**src/rtl/serial_word_aligner.sv**
```systemverilog
// serial_word_aligner: bit-serial deserialiser that hunts for TRAIN_PATTERN by bit-slipping and
// delivers aligned WIDTH-bit words once locked. Optional macro SWA_POLARITY_DETECT_EN adds P/N-swap correction.
module serial_word_aligner #(
  parameter int unsigned      WIDTH         = 8,
  parameter logic [WIDTH-1:0] TRAIN_PATTERN = WIDTH'(8'h5C),
  parameter int unsigned      LOCK_COUNT    = 4
) (
  input  logic             CLK,
  input  logic             RST_N,
  input  logic             SDI,
  input  logic             RESYNC,
  output logic [WIDTH-1:0] DOUT,
  output logic             DVALID,
  output logic             LOCKED,
  output logic             ALIGN_ERR,
  output logic [3:0]       SLIP_CNT
);

  localparam int unsigned      CNT_W       = $clog2(WIDTH);
  localparam int unsigned      RUN_W       = $clog2(WIDTH + 1);
  localparam logic [CNT_W-1:0] LAST_BIT    = CNT_W'(WIDTH - 1);
  localparam logic [RUN_W-1:0] RUN_MAX     = RUN_W'(WIDTH);
  localparam logic [RUN_W-1:0] RUN_LAST    = RUN_W'(WIDTH - 1);
  localparam logic [3:0]       LOCK_TARGET = 4'(LOCK_COUNT);

  // A pattern with a repeated rotation would let the hunter lock on the wrong boundary.
  function automatic logic rotations_distinct(input logic [WIDTH-1:0] pat);
    logic [WIDTH-1:0] rot;
    rotations_distinct = 1'b1;
    rot = pat;
    for (int i = 1; i < int'(WIDTH); i++) begin
      rot = {rot[WIDTH-2:0], rot[WIDTH-1]};
      if (rot == pat) rotations_distinct = 1'b0;
    end
  endfunction

  if (WIDTH < 4 || WIDTH > 16) begin : g_bad_width
    $error("serial_word_aligner: WIDTH must be 4..16");
  end
  if (LOCK_COUNT < 1 || LOCK_COUNT > 15) begin : g_bad_lock
    $error("serial_word_aligner: LOCK_COUNT must be 1..15");
  end
  if (!rotations_distinct(TRAIN_PATTERN)) begin : g_bad_pattern
    $error("serial_word_aligner: TRAIN_PATTERN rotations are not distinct");
  end

  typedef enum logic [1:0] {ST_HUNT, ST_VERIFY, ST_LOCKED} state_e;

  state_e           state_q, state_d;
  logic [WIDTH-1:0] shift_q;
  logic [CNT_W-1:0] bit_cnt_q, bit_cnt_d;
  logic             hold_q, hold_d;
  logic [3:0]       match_cnt_q, match_cnt_d;
  logic [RUN_W-1:0] slip_run_q, slip_run_d;
  logic [WIDTH-1:0] dout_q, dout_d;
  logic             dvalid_q, dvalid_d;
  logic             locked_q, locked_d;
  logic             align_err_q, align_err_d;
  logic [3:0]       slip_cnt_q, slip_cnt_d;

  logic [WIDTH-1:0] word;
  logic [WIDTH-1:0] word_corr;
  logic             word_done;
  logic             hunt_true;
  logic             hunt_inv;
  logic             slip;
  logic             match_ev;

  // The word under test already includes the bit being sampled this cycle.
  assign word      = {shift_q[WIDTH-2:0], SDI};
  assign word_done = (bit_cnt_q == LAST_BIT);
  assign hunt_true = (word == TRAIN_PATTERN);

`ifdef SWA_POLARITY_DETECT_EN
  logic inv_q, inv_d;

  assign hunt_inv = (word == ~TRAIN_PATTERN);

  always_comb begin
    inv_d = inv_q;
    if (RESYNC) begin
      inv_d = 1'b0;
    end else if (word_done && state_q == ST_HUNT) begin
      if (hunt_true) begin
        inv_d = 1'b0;
      end else if (hunt_inv) begin
        inv_d = 1'b1;
      end
    end
  end

  always_ff @(posedge CLK or negedge RST_N) begin
    if (!RST_N) begin
      inv_q <= 1'b0;
    end else begin
      inv_q <= inv_d;
    end
  end
`else
  logic inv_q;

  assign hunt_inv = 1'b0;
  assign inv_q    = 1'b0;
`endif

  assign word_corr = word ^ {WIDTH{inv_q}};

  always_ff @(posedge CLK or negedge RST_N) begin
    if (!RST_N) begin
      state_q <= ST_HUNT;
    end else begin
      state_q <= state_d;
    end
  end

  // A word completing in the same cycle as RESYNC is never evaluated.
  always_comb begin
    state_d     = state_q;
    match_cnt_d = match_cnt_q;
    slip        = 1'b0;
    match_ev    = 1'b0;
    if (RESYNC) begin
      state_d     = ST_HUNT;
      match_cnt_d = '0;
    end else if (word_done) begin
      case (state_q)
        ST_HUNT: begin
          if (hunt_true || hunt_inv) begin
            match_ev    = 1'b1;
            match_cnt_d = 4'd1;
            state_d     = (LOCK_TARGET == 4'd1) ? ST_LOCKED : ST_VERIFY;
          end else begin
            slip = 1'b1;
          end
        end
        ST_VERIFY: begin
          if (word_corr == TRAIN_PATTERN) begin
            match_ev    = 1'b1;
            match_cnt_d = match_cnt_q + 4'd1;
            if (match_cnt_q + 4'd1 >= LOCK_TARGET) state_d = ST_LOCKED;
          end else begin
            slip        = 1'b1;
            match_cnt_d = '0;
            state_d     = ST_HUNT;
          end
        end
        default: ;
      endcase
    end
  end

  always_comb begin
    dvalid_d = !RESYNC && word_done && (state_q == ST_LOCKED);
    dout_d   = dvalid_d ? word_corr : dout_q;
    locked_d = (state_d == ST_LOCKED);
  end

  // A slip parks the counter at 0 for one extra cycle, pushing the next boundary one bit later.
  always_comb begin
    bit_cnt_d = bit_cnt_q + CNT_W'(1);
    hold_d    = 1'b0;
    if (RESYNC) begin
      bit_cnt_d = '0;
    end else if (slip) begin
      bit_cnt_d = '0;
      hold_d    = 1'b1;
    end else if (hold_q || word_done) begin
      bit_cnt_d = '0;
    end
  end

  // A VERIFY failure re-enters HUNT, so its slip is the first one counted for the new hunt.
  always_comb begin
    slip_cnt_d  = slip_cnt_q;
    slip_run_d  = slip_run_q;
    align_err_d = align_err_q;
    if (RESYNC) begin
      slip_cnt_d  = '0;
      slip_run_d  = '0;
      align_err_d = 1'b0;
    end else if (slip) begin
      if (state_q == ST_VERIFY) begin
        slip_cnt_d = 4'd1;
      end else if (slip_cnt_q != 4'hF) begin
        slip_cnt_d = slip_cnt_q + 4'd1;
      end
      if (slip_run_q != RUN_MAX) slip_run_d = slip_run_q + RUN_W'(1);
      if (slip_run_q >= RUN_LAST) align_err_d = 1'b1;
    end else if (match_ev) begin
      slip_run_d = '0;
    end
  end

  always_ff @(posedge CLK or negedge RST_N) begin
    if (!RST_N) begin
      shift_q     <= '0;
      bit_cnt_q   <= '0;
      hold_q      <= 1'b0;
      match_cnt_q <= '0;
      slip_run_q  <= '0;
      slip_cnt_q  <= '0;
      align_err_q <= 1'b0;
      dout_q      <= '0;
      dvalid_q    <= 1'b0;
      locked_q    <= 1'b0;
    end else begin
      shift_q     <= word;
      bit_cnt_q   <= bit_cnt_d;
      hold_q      <= hold_d;
      match_cnt_q <= match_cnt_d;
      slip_run_q  <= slip_run_d;
      slip_cnt_q  <= slip_cnt_d;
      align_err_q <= align_err_d;
      dout_q      <= dout_d;
      dvalid_q    <= dvalid_d;
      locked_q    <= locked_d;
    end
  end

  assign DOUT      = dout_q;
  assign DVALID    = dvalid_q;
  assign LOCKED    = locked_q;
  assign ALIGN_ERR = align_err_q;
  assign SLIP_CNT  = slip_cnt_q;

endmodule

```
**config.mk**
```make
export PLATFORM = sky130hd
export DESIGN_NAME = serial_word_aligner
export DESIGN_NICKNAME = d
export VERILOG_FILES = /design/src/rtl/serial_word_aligner.sv
export SDC_FILE = /design/constraint.sdc
export NUM_CORES = 1
export LEC_CHECK = 0
export CAP_MARGIN = 20
export CORE_MARGIN = 10
export CORE_UTILIZATION = 45
export DETAILED_ROUTE_END_ITERATION = 12
export GPL_ROUTABILITY_DRIVEN = 0
export PLACE_DENSITY = 0.66
export SLEW_MARGIN = 40
export SYNTH_ARGS = -nofsm -noshare
export SYNTH_HDL_FRONTEND = slang
export SYNTH_SLANG_ARGS = --single-unit
export TNS_END_PERCENT = 20
```
**constraint.sdc**
```tcl
create_clock -name CLK -period 1.9 [get_ports CLK]
set_input_delay 0.38 -clock CLK [delete_from_list [all_inputs] [get_ports CLK]]
set_output_delay 0.38 -clock CLK [all_outputs]
set_load 0.02 [all_outputs]
```
# Word-level counts from Yosys, hierarchy flattened
# Cells that the tools add are included.
[classes]
muxes = 35
n_addsub = 4
n_eq_ne = 9
n_lt_le_gt_ge = 2
reduce_logical = 16
[op_table]
columns = ["operator", "n"]
rows = [
  ["4-bit two-way mux", 12],
  ["1-bit two-way mux", 13],
  ["4-bit by 1-bit adder with 4-bit output (second input constant)", 3],
  ["2-bit two-way mux", 5],
  ["3-bit two-way mux", 3],
  ["3-bit nonzero test", 3],
  ["8-bit by 7-bit == test with 1-bit output (second input constant)", 1],
  ["4-bit by 3-bit >= comparator with 1-bit output (second input constant)", 2],
  ["4-bit != test (second input constant)", 2],
  ["4-bit case mux with 2 select lines", 1],
  ["2-bit AND reduction", 3],
  ["2-bit nonzero test", 3],
  ["2-bit == test (second input constant)", 2],
  ["2-bit case mux with 2 select lines", 1],
  ["3-bit by 1-bit adder with 3-bit output (second input constant)", 1],
  ["3-bit == test (second input constant)", 1],
  ["3-bit by 2-bit != test with 1-bit output (second input constant)", 1],
  ["3-bit != test (second input constant)", 1],
  ["3-bit AND reduction", 1],
  ["2-bit by 1-bit == test with 1-bit output (second input constant)", 1],
  ["1-bit logical AND", 2],
  ["2-bit zero test", 1],
  ["2-bit OR reduction", 1],
  ["1-bit zero test", 1],
  ["1-bit logical OR", 1],
]
[word_totals]
output_inout_bits = 15
ff_bits = 36
input_bits = 4

# Longest topological paths before layout
# Gate-level depths: netlist of run 1.
[depth]
word_depth = 8
depth_mapped = 7

# Least setup slack after synthesis of run 1
# Ideal clock, no wire load.
[synth_timing]
path_kind = "register -> register"
start = "register bit_cnt_q[0]"
end = "register dout_q[0], in the netlist DOUT[0]"
synth_period_minus_slack_ps = 1666
t_required_ps = 1775
arrival_time_ps = 1541
stages_incl_launch_ff = 6
setup_slack_ps = 234
setup_ps = 125
path_cell_list = "dfrtp_1 > ha_1 > ha_1 > nand2_1 > nor3_2 > mux2_2"
[synth_via]
elab_chain_len = 3
[synth_lines]
columns = ["item", "line", "rtl"]
rows = [
  ["start, declared", "51", "logic [CNT_W-1:0] bit_cnt_q, bit_cnt_d;"],
  ["start signal, assigned", "208", "bit_cnt_q <= bit_cnt_d;"],
  ["3-bit == test", "71", "assign word_done = (bit_cnt_q == LAST_BIT);"],
  ["1-bit logical AND (2 in a row)", "153", "dvalid_d = !RESYNC && word_done && (state_q == ST_LOCKED);"],
  ["net dvalid_d", "56", "logic dvalid_q, dvalid_d;"],
  ["end signal, assigned", "214", "dout_q <= dout_d;"],
  ["end, declared", "55", "logic [WIDTH-1:0] dout_q, dout_d;"],
]
# The timed path passes the listed nets, and every way through them passes these cells.
# A chain may end at the register's enable or synchronous reset.

# Final worst setup path of run 1
[layout_timing]
start = "register slip_cnt_q[2], in the netlist SLIP_CNT[2]"
end = "output port SLIP_CNT[2]"
[layout_rtl]
columns = ["item", "line", "rtl"]
rows = [
  ["start, declared", "59", "logic [3:0] slip_cnt_q, slip_cnt_d;"],
  ["start signal, assigned", "212", "slip_cnt_q <= slip_cnt_d;"],
  ["end, declared", "16", "output logic [3:0] SLIP_CNT"],
]
# No word-level cell between the ends.

==> results of run 1 <==
stage by stage:
step	instance area, sq um	setup slack, ns
after CTS	2030	0.105
final	2030	0.129
after global routing	2030	0.0540
after detailed placement	1950	-0.183
after global placement	1950	-0.138
after floorplan	1630	0.234
sequential cells by signal, indices dropped and copies added, names as in the netlist:
| name | count |
|---|---|
| DOUT | 8 |
| state_q | 2 |
| match_cnt_q | 4 |
| hold_q | 1 |
| ALIGN_ERR | 1 |
| bit_cnt_q | 3 |
| slip_run_q | 4 |
| LOCKED | 1 |
| shift_q | 7 |
| SLIP_CNT | 4 |
| DVALID | 1 |
layout make-up:
cell class                      instances  area share
Sequential cell                        36       0.444
Multi-Input combinational cell         99       0.342
Timing Repair Buffer                   30       0.139
Tap cell                               46      0.0283
Clock buffer                            6      0.0203
Clock inverter                          2      0.0173
Inverter                                5     0.00924
routing by layer:
| layer | vias up | global-route usage |
|---|---|---|
| met5 | - | 0 |
| met4 | 0 | 0.0423 |
| met3 | 7 | 0.0479 |
| met2 | 31 | 0.182 |
| met1 | 611 | 0.132 |
| li1 | 584 | - |
kinds of logic after synthesis:
group,synth area share
buffers and inverters,0.0208
and+or+nand+nor,0.197
muxes,0.0615
adders and majority gates,0.0462
AOI/OAI and AO/OA,0.121
DFF,0.554
Yosys cell counts, types with 3 or more instances:
master | n | area (sq um)
a21oi_1 | 14 | 70.1
and2_1 | 4 | 25.0
clkbuf_1 | 3 | 11.3
dfrtp_1 | 36 | 901
ha_1 | 6 | 75.1
inv_1 | 5 | 18.8
mux2_2 | 8 | 90.1
nand2_1 | 10 | 37.5
nand2b_1 | 3 | 18.8
nand3_1 | 7 | 35.0
nor2_1 | 6 | 22.5
nor3_1 | 6 | 30.0
o21ai_0 | 7 | 35.0
power breakdown:
| part | internal (W) | total [W] | switching [W] |
|---|---|---|---|
| Sequential | 0.000780 | 0.000789 | 0.00000881 |
| Combinational | 0.0000247 | 0.0000615 | 0.0000368 |
| Clock | 0.000276 | 0.000524 | 0.000248 |
| Total | 0.00108 | 0.00137 | 0.000294 |
worst max path at each step:
stage | start | to | slack (ns)
floorplan | bit_cnt_q[0] | DOUT[0] | 0.23
global placement | SDI | LOCKED | -0.14
detailed placement | SDI | LOCKED | -0.18
CTS | bit_cnt_q[0] | SLIP_CNT[2] | 0.10
global route | SLIP_CNT[2] | SLIP_CNT[2] | 0.05
finish | SLIP_CNT[2] | SLIP_CNT[2] | 0.13
repair_timing:
action	CTS	global route
gates resized for setup	0	1
setup buffers	0	0
hold buffers	0	0
setup endpoints to repair	0	5
endpoints found under the hold margin	0	0
==> metrics.cfg, run 1 <==
[finish]
fin_util = 0.595
drive_gt1_frac = 0.202
final_cell_mix = dfrtp_1, clkdlybuf4s50_1, a21oi_1
fillCellCount = 296
finalNonFillerCells = 224
syn2layout_area_growth_pct = 24.8
final_common_cell = dfrtp_1
num_antenna_cells = 0
multi_input_area_sq_um = 694
register_area_sq_um = 901
num-nets-final = 187

[synthesis]
synth_area_per_cell_sq_um = 11.3
synth_edf_count = 0
synth-main-ff-cell = dfrtp_1
ys_ff_latch = 36
synthArstFlopShare = 1.00
synth-seq-area-share = 0.554
syn_nets = 154
yosys.cell_types.count = 39
yosysWarnings = 0
synth_cells = 144
syn_area_sq_mm = 0.00163

[sta]
grt_setup_unrepaired = false
hold_viol_final = 0
post-route-min-period_ns = 1.77
fin_setup_tns_ns = 0
period_share = 0.932
drv_slew = 0
hold_slack_ns = 0.413
finClkSkew_ns = 0.00788
finalSetupViolations = 0
max_slew.worst_pin.slew_ns = 0.439
max_freq_ghz = 0.564
slew_headroom = 0.707

[placed_design]
port_buffers = 18
dpl.hpwl_um = 2440
post-place-cells = 216

[floorplanning]
rows = 21
pin_count = 19
core_sq_mm = 0.00342
die_h_um = 80.1
initial_core_util = 0.476
die-area_sq_mm = 0.00642
dieWidth_um = 80.1

[setup_path]
slowest_delay_ns = 0.63
worst_r2r_startpoint = bit_cnt_q[0]
reg2regPathDepth = 7
crit_family = buffers and inverters
r2r_setup_slack_ns = 0.22
endpoint_kind = output port
critical_path_class = reg -> out
start_kind = register
crit_fanout = 5
cp_cell_sequence = clkdlybuf4s50_1
reg2reg_to = SLIP_CNT[1]
cp.required_ns = 1.52
path_buf_inv = 1
cp.depth = 1
arrival_ns = 1.39
slowest_stage = clkdlybuf4s50_1

[pwr]
p_total_w = 0.00137
p_leak_nw = 0.898
power_density_mw_per_mm2 = 677
irDropWorstVdd_v = 0.000550

[routing]
via_count = 1233
firstDrtPassIters = 6
drt_iter0_markers = 69
drt-total-wl_um = 3280
routed-wl-met2_um = 1580
top_layer = met4
viasPerCell = 5.50
met3_length_um = 198
drtAntennaViolNets = 0
drt-wirelength-per-cell_um = 14.6
wl_met1_um = 1450
remaining_drc_errors = 0

[worst_hold_path]
min_path_cells = 0
min_from = shift_q[1]
worstHoldPathType = reg -> reg
hold_path_end = shift_q[2]

[clock_network]
cts_tree = done
numCtsBuffers = 5
clk_pin_slew_ns = 0.11
clock_path_buffers = 2
cts_num_sinks = 36
htreeDepth = 2
cts-root-buf = clkbuf_4
clk-insertion-delay-late_ns = 0.34

[grt]
grt_max_degree = 37
antenna_found_initial = 0
grt_pass1_vias = 1288
gr-total-overflow = 0
grt_pass1_wl_um = 5860
grt_use_total = 0.114

[run]
maxCapViolCount = 0

[run_status]
status = complete, no violations

No activity file was read; power rests on OpenSTA's default activity.
==> run 2, diff against run 1 <==
--- a/config.mk
+++ b/config.mk
@@ -10,6 +10,7 @@
 export CORE_UTILIZATION = 45
 export DETAILED_ROUTE_END_ITERATION = 12
 export GPL_ROUTABILITY_DRIVEN = 0
+export MAX_ROUTING_LAYER = met4
 export PLACE_DENSITY = 0.66
 export SLEW_MARGIN = 40
 export SYNTH_ARGS = -nofsm -noshare
==> metrics.cfg, run 2 (synthesis results as in run 1) <==
[floorplanning]
core_sq_mm = 0.00342
rows = 21
die_h_um = 80.1
die-area_sq_mm = 0.00642
pin_count = 19
dieWidth_um = 80.1
initial_core_util = 0.476

[sta]
slew_headroom = 0.710
drv_slew = 0
max_freq_ghz = 0.565
period_share = 0.932
max_slew.worst_pin.slew_ns = 0.434
grt_setup_unrepaired = false
finalSetupViolations = 0
fin_ws_ns = 0.129
post-route-min-period_ns = 1.77
hold_viol_final = 0
finClkSkew_ns = 0.00902

[finish]
num-nets-final = 187
fin_util = 0.595
final_cell_area_sq_mm = 0.00203
largest_reg_flops = 8
drive_gt1_frac = 0.202
multi_input_area_sq_um = 694
register_area_sq_um = 901
final_cell_mix = dfrtp_1, clkdlybuf4s50_1, a21oi_1
finalNonFillerCells = 224
num_antenna_cells = 0
syn2layout_area_growth_pct = 24.8
final_common_cell = dfrtp_1
fillCellCount = 296

[placed_design]
place_area_sq_mm = 0.00195
dpl.hpwl_um = 2440
dp_worst_setup_slack_ns = -0.183
post-place-cells = 216
port_buffers = 18

[pwr]
switchingPower_w = 0.000294
power_density_mw_per_mm2 = 677
clkPwrFrac = 0.381
p_leak_nw = 0.898
p_int_w = 0.00108
p_total_w = 0.00137
pwr-share-comb = 0.045
p_sw_frac = 0.214
seqPwrFrac = 0.574
irDropWorstVdd_v = 0.000550

[routing]
drt-wirelength-per-cell_um = 14.7
drtAntennaViolNets = 0
firstDrtPassIters = 5
remaining_drc_errors = 0
drt-total-wl_um = 3290
drt_iter0_markers = 63
via_count = 1230
viasPerCell = 5.49

[setup_path]
critical_path_class = reg -> out
arrival_ns = 1.39
slowest_stage = clkdlybuf4s50_1
slowest_delay_ns = 0.63
crit_fanout = 5
endpoint_kind = output port
path_buf_inv = 1
crit_family = buffers and inverters
cp.required_ns = 1.52
cp_cell_sequence = clkdlybuf4s50_1
start_kind = register

[clock_network]
post-cts-setup-buffers = 0
clock_path_buffers = 2
clk-insertion-delay-late_ns = 0.34
numCtsBuffers = 5
cts_tree = done
cts-root-buf = clkbuf_4
postCtsHoldBufs = 0
cts_num_sinks = 36
clk_pin_slew_ns = 0.11
htreeDepth = 2
cts_resized = 0

[worst_hold_path]
worstHoldPathType = reg -> reg

[grt]
grt_max_degree = 37
grt_pass1_wl_um = 5880
grt_pass1_vias = 1294
antenna_found_initial = 0
gr-total-overflow = 0
grt_use_total = 0.117

[run_status]
status = complete, no violations

[run]
maxCapViolCount = 0

[run 2: final cells by class]
cell class | instances | area share
clock buffers | 6 | 0.0203
clock inverters | 2 | 0.0173
inverters | 5 | 0.00924
multi-input cells | 99 | 0.342
flip-flops and latches | 36 | 0.444
well taps | 46 | 0.0283
repair buffers | 30 | 0.139
[run 2: layer usage]
metal | up-vias | global-route usage | part of all wire
met1 | 605 | 0.133 | 0.44
li1 | 582 | - | -
met5 | - | - | 0
met2 | 34 | 0.183 | 0.48
met3 | 9 | 0.0468 | 0.058
met4 | 0 | 0.0423 | 0.018
[run 2: metrics by stage]
| stage | setup TNS [ns] | hold slack (ns) |
|---|---|---|
| after CTS | 0 | 0.417 |
| after detailed placement | -0.365 | 0.386 |
| after global routing | 0 | 0.438 |
| after floorplan | 0 | 0.0844 |
| final | 0 | 0.414 |
| after global placement | -0.258 | 0.367 |
[run 2: worst paths after layout]
path | from | to | slack, ns | depth (start not counted)
worst max-delay path | SLIP_CNT[2] | SLIP_CNT[2] | 0.13 | 1
worst min-delay path | shift_q[1] | shift_q[2] | 0.41 | 0
worst max register to register | bit_cnt_q[0] | SLIP_CNT[1] | 0.22 | 7
worst min register to register | shift_q[1] | shift_q[2] | 0.41 | 0
max in group asynchronous | RST_N | slip_run_q[3] | 1.15 | 2
min in group asynchronous | RST_N | SLIP_CNT[2] | 0.44 | 2
[run 2: power groups by stage]
stage | Sequential (W) | Clock (W) | Combinational (W)
2_1_floorplan | 0.000803 | 0 | 0.0000214
3_3_place_gp | 0.000803 | 0 | 0.0000604
3_5_place_dp | 0.000804 | 0 | 0.0000639
4_1_cts | 0.000790 | 0.000539 | 0.0000639
5_1_grt | 0.000792 | 0.000575 | 0.0000701
6_report | 0.000789 | 0.000524 | 0.0000613
==> run 3, diff against run 2 <==
--- a/config.mk
+++ b/config.mk
@@ -5,6 +5,7 @@
 export SDC_FILE = /design/constraint.sdc
 export NUM_CORES = 1
 export LEC_CHECK = 0
+export ABC_CLOCK_PERIOD_IN_PS = 1900
 export CAP_MARGIN = 20
 export CORE_MARGIN = 10
 export CORE_UTILIZATION = 45
==> constraint.sdc (replaced) <==
create_clock -name CLK -period 1.9 [get_ports CLK]
set_input_delay 0.57 -clock CLK [delete_from_list [all_inputs] [get_ports CLK]]
set_output_delay 0.57 -clock CLK [all_outputs]
set_load 0.02 [all_outputs]
==> metrics.cfg, run 3 (synthesis results as in run 1) <==
[clock_network]
cts_num_sinks = 36
cts-root-buf = clkbuf_4
cts_tree = done
clk-insertion-delay-late_ns = 0.35
clk_pin_slew_ns = 0.12
postCtsHoldBufs = 0
clock_path_buffers = 2
numCtsBuffers = 5
htreeDepth = 2

[grt]
grt_use_total = 0.119
grt_pass1_wl_um = 5900
antenna_found_initial = 0
grt_pass1_vias = 1264
gr-total-overflow = 0
grt_max_degree = 37

[setup_path]
arrival_ns = 2.13
r2r_setup_slack_ns = 0.23
crit_fanout = 6
path_buf_inv = 1
start_kind = input pin
reg2reg_to = LOCKED
crit_family = simple AND/OR/NAND/NOR gates
critical_path.startpoint = SDI
worst_r2r_startpoint = match_cnt_q[0]
cp.required_ns = 2.17
critical_path_class = in -> reg
slowest_delay_ns = 0.51
slowest_stage = or4_4
cp_cell_sequence = clkdlybuf4s50_1 > and4bb_4 > nand2_2 > or4_4 > o31ai_4
reg2regPathDepth = 5
endpoint_kind = register

[floorplanning]
initial_core_util = 0.476
rows = 21
die_h_um = 80.1
core_sq_mm = 0.00342
pin_count = 19
dieWidth_um = 80.1
die-area_sq_mm = 0.00642

[pwr]
pwr-share-comb = 0.046
irDropWorstVdd_v = 0.000575
p_total_w = 0.00139
p_sw_frac = 0.222
clkPwrFrac = 0.388
p_leak_nw = 0.988
switchingPower_w = 0.000309
seqPwrFrac = 0.567
p_int_w = 0.00108
power_density_mw_per_mm2 = 685

[worst_hold_path]
min_from = shift_q[3]
min_path_cells = 0
hold_path_end = shift_q[4]
worstHoldPathType = reg -> reg

[finish]
num-nets-final = 189
finalNonFillerCells = 226
drive_gt1_frac = 0.211
final_cell_mix = dfrtp_1, a21oi_1, dlygate4sd2_1, buf_4, nand2_1
final_cell_area_sq_mm = 0.00203
num_antenna_cells = 0
syn2layout_area_growth_pct = 24.9
largest_reg_flops = 8
final_common_cell = dfrtp_1

[routing]
via_count = 1230
drt-total-wl_um = 3370
viasPerCell = 5.44
remaining_drc_errors = 0
drt_iter0_markers = 76
firstDrtPassIters = 4
drt-wirelength-per-cell_um = 14.9
drtAntennaViolNets = 0

[sta]
slew_headroom = 0.794
max_slew.worst_pin.slew_ns = 0.304
finClkSkew_ns = 0.0113
period_share = 0.979
finalSetupViolations = 0
grt_setup_unrepaired = false
hold_viol_final = 0
drv_slew = 0
post-route-min-period_ns = 1.86
max_freq_ghz = 0.538

[placed_design]
dpl.hpwl_um = 2460
place_area_sq_mm = 0.00197
post-place-cells = 218
port_buffers = 18

[run]
maxCapViolCount = 0

[run_status]
status = complete, no violations

## run 3: cell type report
class	instances	area [sq um]
Timing Repair Buffer	32	284
Tap cell	46	57.6
Multi-Input combinational cell	99	694
Fill cell	297	1380
Sequential cell	36	901
Inverter	5	18.8
Clock inverter	2	35.0
Clock buffer	6	41.3
## run 3: per-layer routing
metal / global-route usage / share of wire / vias to the layer above / routed length, um
li1: - / - / 597 / -
met1: 0.135 / 0.45 / 602 / 1510
met2: 0.182 / 0.48 / 23 / 1620
met3: 0.0457 / 0.049 / 8 / 164
met4: 0.0563 / 0.019 / 0 / 65
met5: - / 0 / - / 0
## run 3: worst max-delay path by stage
| stage | to | slack (ns) | depth (start not counted) |
|---|---|---|---|
| finish | LOCKED | 0.04 | 5 |
| global route | LOCKED | 0.009 | 1 |
| floorplan | LOCKED | 0.15 | 4 |
| global placement | LOCKED | -0.32 | 5 |
| CTS | LOCKED | 0.02 | 5 |
| detailed placement | LOCKED | -0.36 | 5 |
## run 3: timing repair
| action | 4_1_cts | 5_1_grt |
|---|---|---|
| gates resized for setup | 13 | 2 |
| pin swaps | 0 | 1 |
| endpoints found under the setup margin | 13 | 4 |
| setup buffers | 0 | 0 |
| gates cloned | 0 | 0 |
## run 3: metrics by stage
step / TNS, ns / utilization / setup WS [ns] / hold WS [ns]
floorplan: 0 / - / 0.147 / 0.274
global placement: -1.99 / 0.576 / -0.324 / 0.366
detailed placement: -2.73 / 0.576 / -0.362 / 0.381
CTS: 0 / 0.593 / 0.0176 / 0.403
global route: 0 / 0.595 / 0.00904 / 0.406
finish: 0 / 0.595 / 0.0406 / 0.395
## run 3: power by group through the flow
stage	Clock (W)	Sequential, W	Combinational [W]
final	0.000540	0.000789	0.0000636
after global routing	0.000581	0.000790	0.0000717
after detailed placement	0	0.000804	0.0000662
after global placement	0	0.000803	0.0000637
after floorplan	0	0.000803	0.0000214
after CTS	0.000552	0.000789	0.0000654
